<file path="config.mk">
export PLATFORM = sky130hd
export DESIGN_NAME = instr_fetch_unit
export DESIGN_NICKNAME = d
export VERILOG_FILES = /design/src/rtl/cpu_pkg.sv /design/src/rtl/fetch_buffer.sv /design/src/rtl/instr_fetch_unit.sv
export SDC_FILE = /design/constraint.sdc
export NUM_CORES = 1
export LEC_CHECK = 0
export ABC_AREA = 1
export CAP_MARGIN = 20
export CORE_MARGIN = 2
export CORE_UTILIZATION = 55
export DETAILED_ROUTE_END_ITERATION = 8
export MAX_ROUTING_LAYER = met4
export PLACE_DENSITY_LB_ADDON = 0.1
export SLEW_MARGIN = 25
export SYNTH_ARGS = -nofsm -noshare
export SYNTH_HDL_FRONTEND = slang
export SYNTH_HIERARCHICAL = 1
export SYNTH_SLANG_ARGS = --single-unit
export TNS_END_PERCENT = 10
</file>
<file path="constraint.sdc">
create_clock -name clk -period 11.5 [get_ports clk]
set_clock_uncertainty 0.1 [all_clocks]
set_input_delay 2.3 -clock clk [delete_from_list [all_inputs] [get_ports clk]]
set_output_delay 2.3 -clock clk [all_outputs]
set_load 0.005 [all_outputs]
</file>
<file path="src/rtl/cpu_pkg.sv">
// Shared definitions for the instruction fetch stage: fetch FSM states,
// the NOP instruction, PC increment and the fetch buffer entry layout.
package cpu_pkg;

  // MIPS sll $0,$0,0 -- presented on the IF/ID interface when nothing is valid.
  localparam logic [31:0] NOP_INSTN = 32'h0000_0000;

  // Byte distance between consecutive instruction words.
  localparam logic [31:0] PC_INCR = 32'd4;

  // S_WAIT: one request is outstanding and its data will be kept.
  // S_DROP: one request is outstanding but a redirect has made it stale.
  typedef enum logic [1:0] {
    S_REQ  = 2'd0,
    S_WAIT = 2'd1,
    S_DROP = 2'd2
  } fetch_state_t;

  // One buffered instruction together with its own address and fall-through address.
  typedef struct packed {
    logic [31:0] pc;
    logic [31:0] pc_plus4;
    logic [31:0] instn;
  } fetch_entry_t;

  // Clears the byte-offset bits so every fetch address is word aligned.
  function automatic logic [31:0] word_align(input logic [31:0] addr);
    return {addr[31:2], 2'b00};
  endfunction

endpackage

</file>
<file path="src/rtl/fetch_buffer.sv">
// Small synchronous FIFO of fetch entries. Flush empties it and wins over a
// push in the same cycle. The head entry is held in a register that is loaded
// with the post-update head, so the consumer always sees a clean flop output.
module fetch_buffer
  import cpu_pkg::*;
#(
  parameter int          DEPTH = 2,
  parameter logic [31:0] NOP   = NOP_INSTN,
  localparam int         PTR_W = $clog2(DEPTH),
  localparam int         CNT_W = $clog2(DEPTH + 1)
) (
  input  logic               clk,
  input  logic               reset,
  input  logic               push,
  input  fetch_entry_t       push_entry,
  input  logic               pop,
  input  logic               flush,
  output logic [CNT_W-1:0]   count,
  output logic               empty,
  output logic               full,
  output fetch_entry_t       head
);

  localparam fetch_entry_t EMPTY_ENTRY = '{pc: 32'h0, pc_plus4: 32'h0, instn: NOP};

  fetch_entry_t           mem [DEPTH];
  logic [PTR_W-1:0]       rd_ptr;
  logic [PTR_W-1:0]       wr_ptr;
  logic [CNT_W-1:0]       count_q;
  fetch_entry_t           head_q;

  logic                   pop_ok;
  logic                   push_ok;
  logic [PTR_W-1:0]       rd_next;
  logic [CNT_W-1:0]       count_next;
  fetch_entry_t           head_next;

  assign count = count_q;
  assign empty = (count_q == '0);
  assign full  = (count_q == CNT_W'(DEPTH));
  assign head  = head_q;

  assign pop_ok  = pop && !flush && !empty;
  assign push_ok = push && !flush && (!full || pop_ok);

  // Next read pointer, occupancy and head entry after this cycle's push/pop.
  always_comb begin
    // NOTE: every signal assigned in this block gets a default first, so no path
    // leaves it holding its old value and no latch is inferred.
    rd_next    = rd_ptr + PTR_W'(pop_ok);
    count_next = count_q + CNT_W'(push_ok) - CNT_W'(pop_ok);
    head_next  = EMPTY_ENTRY;
    if (flush || count_next == '0) begin
      head_next = EMPTY_ENTRY;
    end else if (push_ok && wr_ptr == rd_next) begin
      // The slot becoming the head is the one being written right now.
      head_next = push_entry;
    end else begin
      head_next = mem[rd_next];
    end
  end

  // Pointers, occupancy and the registered head; flush returns to the empty state.
  always_ff @(posedge clk) begin
    // NOTE: state registers use non-blocking assignments so every flop samples
    // pre-edge values regardless of statement order.
    if (reset || flush) begin
      rd_ptr  <= '0;
      wr_ptr  <= '0;
      count_q <= '0;
      head_q  <= EMPTY_ENTRY;
    end else begin
      rd_ptr  <= rd_next;
      wr_ptr  <= wr_ptr + PTR_W'(push_ok);
      count_q <= count_next;
      head_q  <= head_next;
    end
  end

  // Entry storage write port.
  always_ff @(posedge clk) begin
    // NOTE: the storage array is deliberately not reset; occupancy and the head
    // register guarantee a stale slot is never presented.
    if (push_ok) begin
      mem[wr_ptr] <= push_entry;
    end
  end

endmodule

</file>
<file path="src/rtl/instr_fetch_unit.sv">
// Instruction fetch stage. Issues one outstanding request at a time to
// instruction memory, buffers returned words with their PCs, and hands the
// head entry to the IF/ID register. A redirect flushes the buffer, retargets
// the fetch PC and marks any in-flight response as stale.
module instr_fetch_unit
  import cpu_pkg::*;
#(
  parameter logic [31:0] RESET_PC  = 32'h0000_0000,
  parameter int          DEPTH     = 2,
  parameter logic [31:0] NOP_INSTN = cpu_pkg::NOP_INSTN
) (
  input  logic        clk,
  input  logic        reset,
  input  logic        stall_if,
  input  logic        redirect_valid,
  input  logic [31:0] redirect_pc,
  output logic        imem_req,
  output logic [31:0] imem_addr,
  input  logic        imem_gnt,
  input  logic        imem_rvalid,
  input  logic [31:0] imem_rdata,
  output logic        if_valid,
  output logic [31:0] if_instn,
  output logic [31:0] if_pc,
  output logic [31:0] if_pc_plus4
);

  localparam int CNT_W = $clog2(DEPTH + 1);

  fetch_state_t      state;
  logic [31:0]       fetch_pc;
  logic [31:0]       req_pc;
  logic              req_en;

  logic              buf_push;
  logic              buf_pop;
  fetch_entry_t      buf_entry;
  logic [CNT_W-1:0]  buf_count;
  logic              buf_empty;
  logic              buf_full;
  fetch_entry_t      buf_head;

  // The request is combinational so a same-cycle redirect can suppress it.
  // req_en holds requests off for the first cycle after reset.
  assign imem_req  = !reset && req_en && (state == S_REQ) && !redirect_valid &&
                     (buf_count < CNT_W'(DEPTH));
  assign imem_addr = fetch_pc;

  // Responses are kept only while waiting and not being redirected.
  assign buf_push  = (state == S_WAIT) && imem_rvalid && !redirect_valid;
  assign buf_pop   = if_valid && !stall_if && !redirect_valid;
  assign buf_entry = '{pc: req_pc, pc_plus4: req_pc + PC_INCR, instn: imem_rdata};

  assign if_valid    = !buf_empty;
  assign if_instn    = buf_head.instn;
  assign if_pc       = buf_head.pc;
  assign if_pc_plus4 = buf_head.pc_plus4;

  // Fetch FSM: request, wait for data, or drop stale data after a redirect.
  always_ff @(posedge clk) begin
    if (reset) begin
      state    <= S_REQ;
      fetch_pc <= RESET_PC;
      req_pc   <= '0;
      req_en   <= 1'b0;
    end else begin
      req_en <= 1'b1;
      if (redirect_valid) begin
        fetch_pc <= word_align(redirect_pc);
        case (state)
          S_WAIT, S_DROP: state <= imem_rvalid ? S_REQ : S_DROP;
          default:        state <= S_REQ;
        endcase
      end else begin
        case (state)
          S_REQ: begin
            if (imem_req && imem_gnt) begin
              fetch_pc <= fetch_pc + PC_INCR;
              req_pc   <= fetch_pc;
              state    <= S_WAIT;
            end
          end
          S_WAIT, S_DROP: begin
            if (imem_rvalid) begin
              state <= S_REQ;
            end
          end
          default: state <= S_REQ;
        endcase
      end
    end
  end

  // A response can never meet a full buffer: requests go out only below DEPTH
  // and occupancy cannot grow while the single request is outstanding.
  always_ff @(posedge clk) begin
    if (!reset) begin
      assert (!(buf_push && buf_full));
    end
  end

  fetch_buffer #(
    .DEPTH (DEPTH),
    .NOP   (NOP_INSTN)
  ) u_fetch_buffer (
    .clk        (clk),
    .reset      (reset),
    .push       (buf_push),
    .push_entry (buf_entry),
    .pop        (buf_pop),
    .flush      (redirect_valid),
    .count      (buf_count),
    .empty      (buf_empty),
    .full       (buf_full),
    .head       (buf_head)
  );

endmodule

</file>
Word-level counts from Yosys, hierarchy flattened
Memories as Yosys holds them, arrays and structs flattened. A register that Yosys moved wholly into a read port is not among the register bits.
Cells that the tools add are included.
{"block": "totals", "n_memories": 1, "reg_bits": 71, "elab_cells": 67, "out_inout_bits": 130, "mem_bits_rw": 192, "input_bits": 70}
{"name": "u_fetch_buffer.mem", "words": 2, "width": 96, "rd": 1, "rd_ports_with_merged_regs": 1, "wr": 1, "line_no": "fetch_buffer.sv:26", "source": "fetch_entry_t mem [DEPTH];"}
{"block": "classes", "mux": 12, "eq_ne": 5, "magnitude_cmp": 1, "n_addsub": 6, "n_bitwise": 1, "reduce_logical": 33}
{"cell": "$mux W32", "n": 3}
{"cell": "$add A32 B3 Y32 const B", "n": 2}
{"cell": "$logic_and A1 B1 Y1", "n": 13}
{"cell": "$mux W2", "n": 5}
{"cell": "$logic_not A2 Y1", "n": 3}
{"cell": "$reduce_and A2 Y1", "n": 3}
{"cell": "$reduce_or A2 Y1", "n": 3}
{"cell": "$logic_not A1 Y1", "n": 5}
{"cell": "$eq A2 B2 Y1 const B", "n": 2}
{"cell": "$pmux W2 S2", "n": 1}
{"cell": "$reduce_bool A2 Y1", "n": 2}
{"cell": "$logic_or A1 B1 Y1", "n": 3}
{"cell": "$mux W1", "n": 3}
{"cell": "$ne A3 B2 Y1 const B", "n": 1}
{"cell": "$ne A3 B3 Y1 const B", "n": 1}
{"cell": "$reduce_and A3 Y1", "n": 1}
{"cell": "$add A1 B1 Y1", "n": 2}
{"cell": "$add A2 B1 Y2", "n": 1}
{"cell": "$eq A2 B1 Y1 const B", "n": 1}
{"cell": "$lt A2 B2 Y1 const B", "n": 1}
{"cell": "$sub A2 B1 Y2", "n": 1}
{"cell": "$not A1 Y1", "n": 1}

Depth between registers and ports, before layout
{"block": "depth", "ltp_word": 13, "mapped_depth": 21, "ltp_nobuf": 18}

Cells and area by module
Netlist, hierarchy kept.
{"module": "fetch_buffer", "n_inst": 1, "area_each_um2": 12373.1, "seq_area_each_um2": 7767.4, "cells_per_inst": 1375}
{"module": "instr_fetch_unit", "n_inst": 1, "area_each_um2": 4071.4, "seq_area_each_um2": 1261.2, "cells_per_inst": 636}

Worst setup path after synthesis
OpenSTA, ideal clock, no wires.
{"block": "synth_timing", "path_kind": "input to register", "startpoint": "input port redirect_valid", "endpoint": "memory u_fetch_buffer/mem[0][0] (netlist name) (enable)", "n_path_buf": 3, "stages": 9, "setup_slack_ns": 5.034, "t_arrival_ns": 5.900, "path_cell_list": "clkbuf_1 -> clkbuf_1 -> nor3_1 -> inv_2 -> nand2_1 -> nand3b_1 -> inv_2 -> clkbuf_1 -> ha_1"}
{"block": "synth_between", "elab_chain_len": 8}
{"item": "start, declared", "line_no": "instr_fetch_unit.sv:15", "source": "input logic redirect_valid,"}
{"item": "$logic_not A1 Y1", "line_no": "instr_fetch_unit.sv:51", "source": "assign buf_pop = if_valid && !stall_if && !redirect_valid;"}
{"item": "$logic_and A1 B1 Y1", "line_no": "instr_fetch_unit.sv:51"}
{"item": "via buf_pop", "line_no": "instr_fetch_unit.sv:36", "source": "logic buf_pop;"}
{"item": "$logic_and A1 B1 Y1 (2 in series)", "line_no": "fetch_buffer.sv:43", "source": "assign pop_ok = pop && !flush && !empty;"}
{"item": "$logic_or A1 B1 Y1", "line_no": "fetch_buffer.sv:44", "source": "assign push_ok = push && !flush && (!full || pop_ok);"}
{"item": "$logic_and A1 B1 Y1", "line_no": "fetch_buffer.sv:44"}
{"item": "$mux W1", "line_no": "fetch_buffer.sv:84", "source": "if (push_ok) begin"}
{"item": "$mux W1 (implied by the code)", "line_no": "fetch_buffer.sv:85", "source": "mem[wr_ptr] <= push_entry;"}
{"item": "end, declared", "line_no": "fetch_buffer.sv:26"}
The timed path passes the listed nets, and every way through them passes these cells.

Final worst setup path
{"block": "layout_timing", "startpoint": "input port reset", "endpoint": "output port imem_req"}
{"block": "layout_between", "elab_chain_len": 5}
{"item": "start, declared", "line_no": "instr_fetch_unit.sv:13", "source": "input logic reset,"}
{"item": "$logic_not A1 Y1"}
{"item": "$logic_and A1 B1 Y1 (4 in series)", "line_no": "instr_fetch_unit.sv:45", "source": "assign imem_req = !reset && req_en && (state == S_REQ) && !redirect_valid &&"}
{"item": "end, declared", "line_no": "instr_fetch_unit.sv:17", "source": "output logic imem_req,"}
No other way between the ends.

==> flow_summary.yaml <==
clocking:
  clk_latency_ns: 0.51
  cts_tree: "yes"
  cts_setup_buffers: 0
  cts_sinks: 355
  htree_num_levels: 2
  cts_buffer_depth: 3
  root_buffer: "clkbuf_16"
  cts_resized: 0
  holdBufCountCts: 0
  cts_buffers: 38
  clk_pin_slew_worst_paths_ns: 0.06
finish:
  synthToLayoutAreaGrowth_pct: 20.4
  fill_cells: 2484
  antennaDiodeCount: 0
  final_area_um2: 19800
  num-nets-final: 2247
  drive_above_1_share_pct: 7.78
die:
  die-height_um: 177
  rows: 63
  core-area_um2: 29600
  die_w_um: 177
  dieArea_um2: 31300
  boundaryPins: 200
  start_util_pct: 55.6
timing:
  worst_pin_slew_ns: 1.07
  setup_tns_ns: 0
  report.final.slew_viol_count: 0
  max-slew-margin-rel_pct: 28.8
  setup_viol: 0
  fin_crit_sh_pct: 56.8
  fmax_ghz: 0.153
  period_needed_ns: 6.54
  grt_setup_unrepaired: "false"
  hold_viol: 0
worst_setup_path:
  worst-setup-path-type: "input pin to output port"
  max_stage_delay_ns: 0.56
  ff2ff_setup_slack_ns: 7.79
  crit_chain: "clkdlybuf4s50_1 > buf_4 > inv_4 > nand2_2 > nor4_1 > clkdlybuf4s50_1"
  cp_max_fo: 35
  cp.depth: 6
  r2r-start: "u_fetch_buffer/count[1]"
  crit_path_end: "imem_req"
  crit_family: "buffers and inverters"
  rr_worst_depth: 19
  cp_num_buf_inv: 4
  critPathArrivalTime_ns: 4.14
  cpMostUsedCell: "clkdlybuf4s50_1"
  crit_path_start_kind: "input pin"
  end_kind: "output port"
  critPathSlowestCell: "clkdlybuf4s50_1"
  worstPathRequired_ns: 9.10
  crit_start: "reset"
  r2r-end: "u_fetch_buffer/head[74]"
synth:
  synth-warning-count: 6
  synth_top_cell_by_area: "edfxtp_1"
  yosysSeqAreaShare_pct: 54.9
  synth_cell_types: 44
  synth_seq_cells: 355
  yosys.area.top_type_share_pct: 35.1
  syn-cell-area_um2: 16400
  ys_async_sr_fraction_pct: 0
  yosysMostFrequentCell: "nand2_1"
  synth_area_leaders: "edfxtp_1 35%, dfxtp_1 20%, nand2_1 11%, nand3_1 10%, inv_1 6.9%"
  synth_edf_count: 192
  syn_inst: 2011
  ys_top_cells_by_count: "466 x nand2_1, 330 x nand3_1, 304 x inv_1"
  synth-main-ff-cell: "edfxtp_1"
  syn_avg_cell_area_um2: 8.18
route:
  drc: 0
  viasPerCell: 5.15
  wl_per_cell_um: 15.6
  drt_iter0_drc: 1123
  dr.pass1.iters: 5
  ant_nets: 0
  wirelength_mm: 40.4
  num_vias: 13326
power:
  powerDensity_nw_per_um2: 131
  p_leak_nw: 8.08
  max-vdd-ir-drop_v: 0.0000760
flow_run:
  drv_cap: 0
grt:
  grt_pass1_wl_mm: 65.3
  grt-ovfl-total: 0
  grt_pass1_vias: 12993
  grt_start_max_net_pins: 96
  grt_usage_pct: 26.8
  grt_antenna_before_repair: 0
placement:
  place_area_um2: 18600
  place_congestion: 0.864
  hpwlAfterDp_mm: 23.9
  portBuffers: 195
hold_path:
  hold_path_class: "flop to flop"
  min_path_cells: 2
outcome:
  status: "completed"
==> how the worst min path moves through the flow <==
stage	from	endpoint	slack, ns
after floorplan	state[1]	state[1]	0.34
after global placement	state[1]	state[1]	0.35
after detailed placement	state[1]	state[1]	0.36
after CTS	state[1]	state[1]	0.37
after global routing	state[1]	state[1]	0.39
final	state[1]	state[1]	0.37
==> cells by family after synthesis <==
| family | count (synthesis) | share of synthesized area, % |
|---|---|---|
| other | 1 | 0.0228 |
| adder cells (fa/ha/maj) | 7 | 0.533 |
| XOR/XNOR | 33 | 1.76 |
| AO/OA/AOI/OAI | 99 | 3.26 |
| buffers and inverters | 475 | 11.8 |
| AND/OR/NAND/NOR | 1041 | 27.7 |
| flip-flops | 355 | 54.9 |
==> where the power goes <==
group / total [mW] / internal (mW) / switching (mW)
logic: 0.0991 / 0.0489 / 0.0501
registers: 1.36 / 1.34 / 0.0189
clock network: 1.14 / 0.664 / 0.473
==> worst register-to-register path: cells and delay by family (launching register included) <==
family | cells | cell delay [ns]
buf+inv | 6 | 1.33
simple gates | 11 | 1.44
fa+ha+maj | 1 | 0.16
flops | 1 | 0.42
xor+xnor | 1 | 0.19
==> layout make-up <==
cell class | instances | area, µm² | area share, %
multi-input combinational | 1194 | 5600 | 28.3
tap | 390 | 488 | 2.47
clock buffer | 58 | 1110 | 5.59
timing repair buffer | 210 | 2110 | 10.7
clock inverter | 11 | 57.6 | 0.291
sequential | 355 | 9030 | 45.6
inverter | 371 | 1400 | 7.07
==> metal layers <==
metal / vias to the layer above / GRT usage [%] / wire length (µm)
met1: 6154 / 34.1 / 17700
li1: 6655 / - / -
met5: - / - / 0
met3: 61 / 3.20 / 2420
met2: 456 / 45.3 / 19400
met4: 0 / 7.89 / 932
==> stage by stage <==
stage	cells	total power, mW	hold WS [ns]	utilization [%]	setup WS [ns]
2_1_floorplan	2024	1.43	0.339	-	5.03
3_3_place_gp	2518	1.48	0.352	62.8	4.99
3_5_place_dp	2518	1.49	0.359	62.8	5.02
4_1_cts	2587	2.62	0.368	66.8	4.99
5_1_grt	2589	2.68	0.391	67.0	4.89
6_report	2589	2.60	0.365	67.0	4.96
==> sequential cells by signal, summed over array words and instances, names as in the netlist <==
signal and count:
u_fetch_buffer/mem 192, u_fetch_buffer/head 96, imem_addr 30, req_pc 30, state 2, u_fetch_buffer/count 2
req_en 1, u_fetch_buffer/rd_ptr 1, u_fetch_buffer/wr_ptr 1
==> cell usage in the layout, fill, tap and decap left out, types with 13 or more instances in the layout <==
cell type	count
nand2_1	464
nand3_1	330
inv_1	304
clkdlybuf4s50_1	195
edfxtp_1	192
nor2_1	170
dfxtp_1	163
inv_2	58
a21oi_1	46
clkbuf_16	39
xor2_1	32
o21ai_0	28
nor3_1	17
conb_1	14
clkbuf_1	13
No activity file was read; power rests on OpenSTA's default activity.
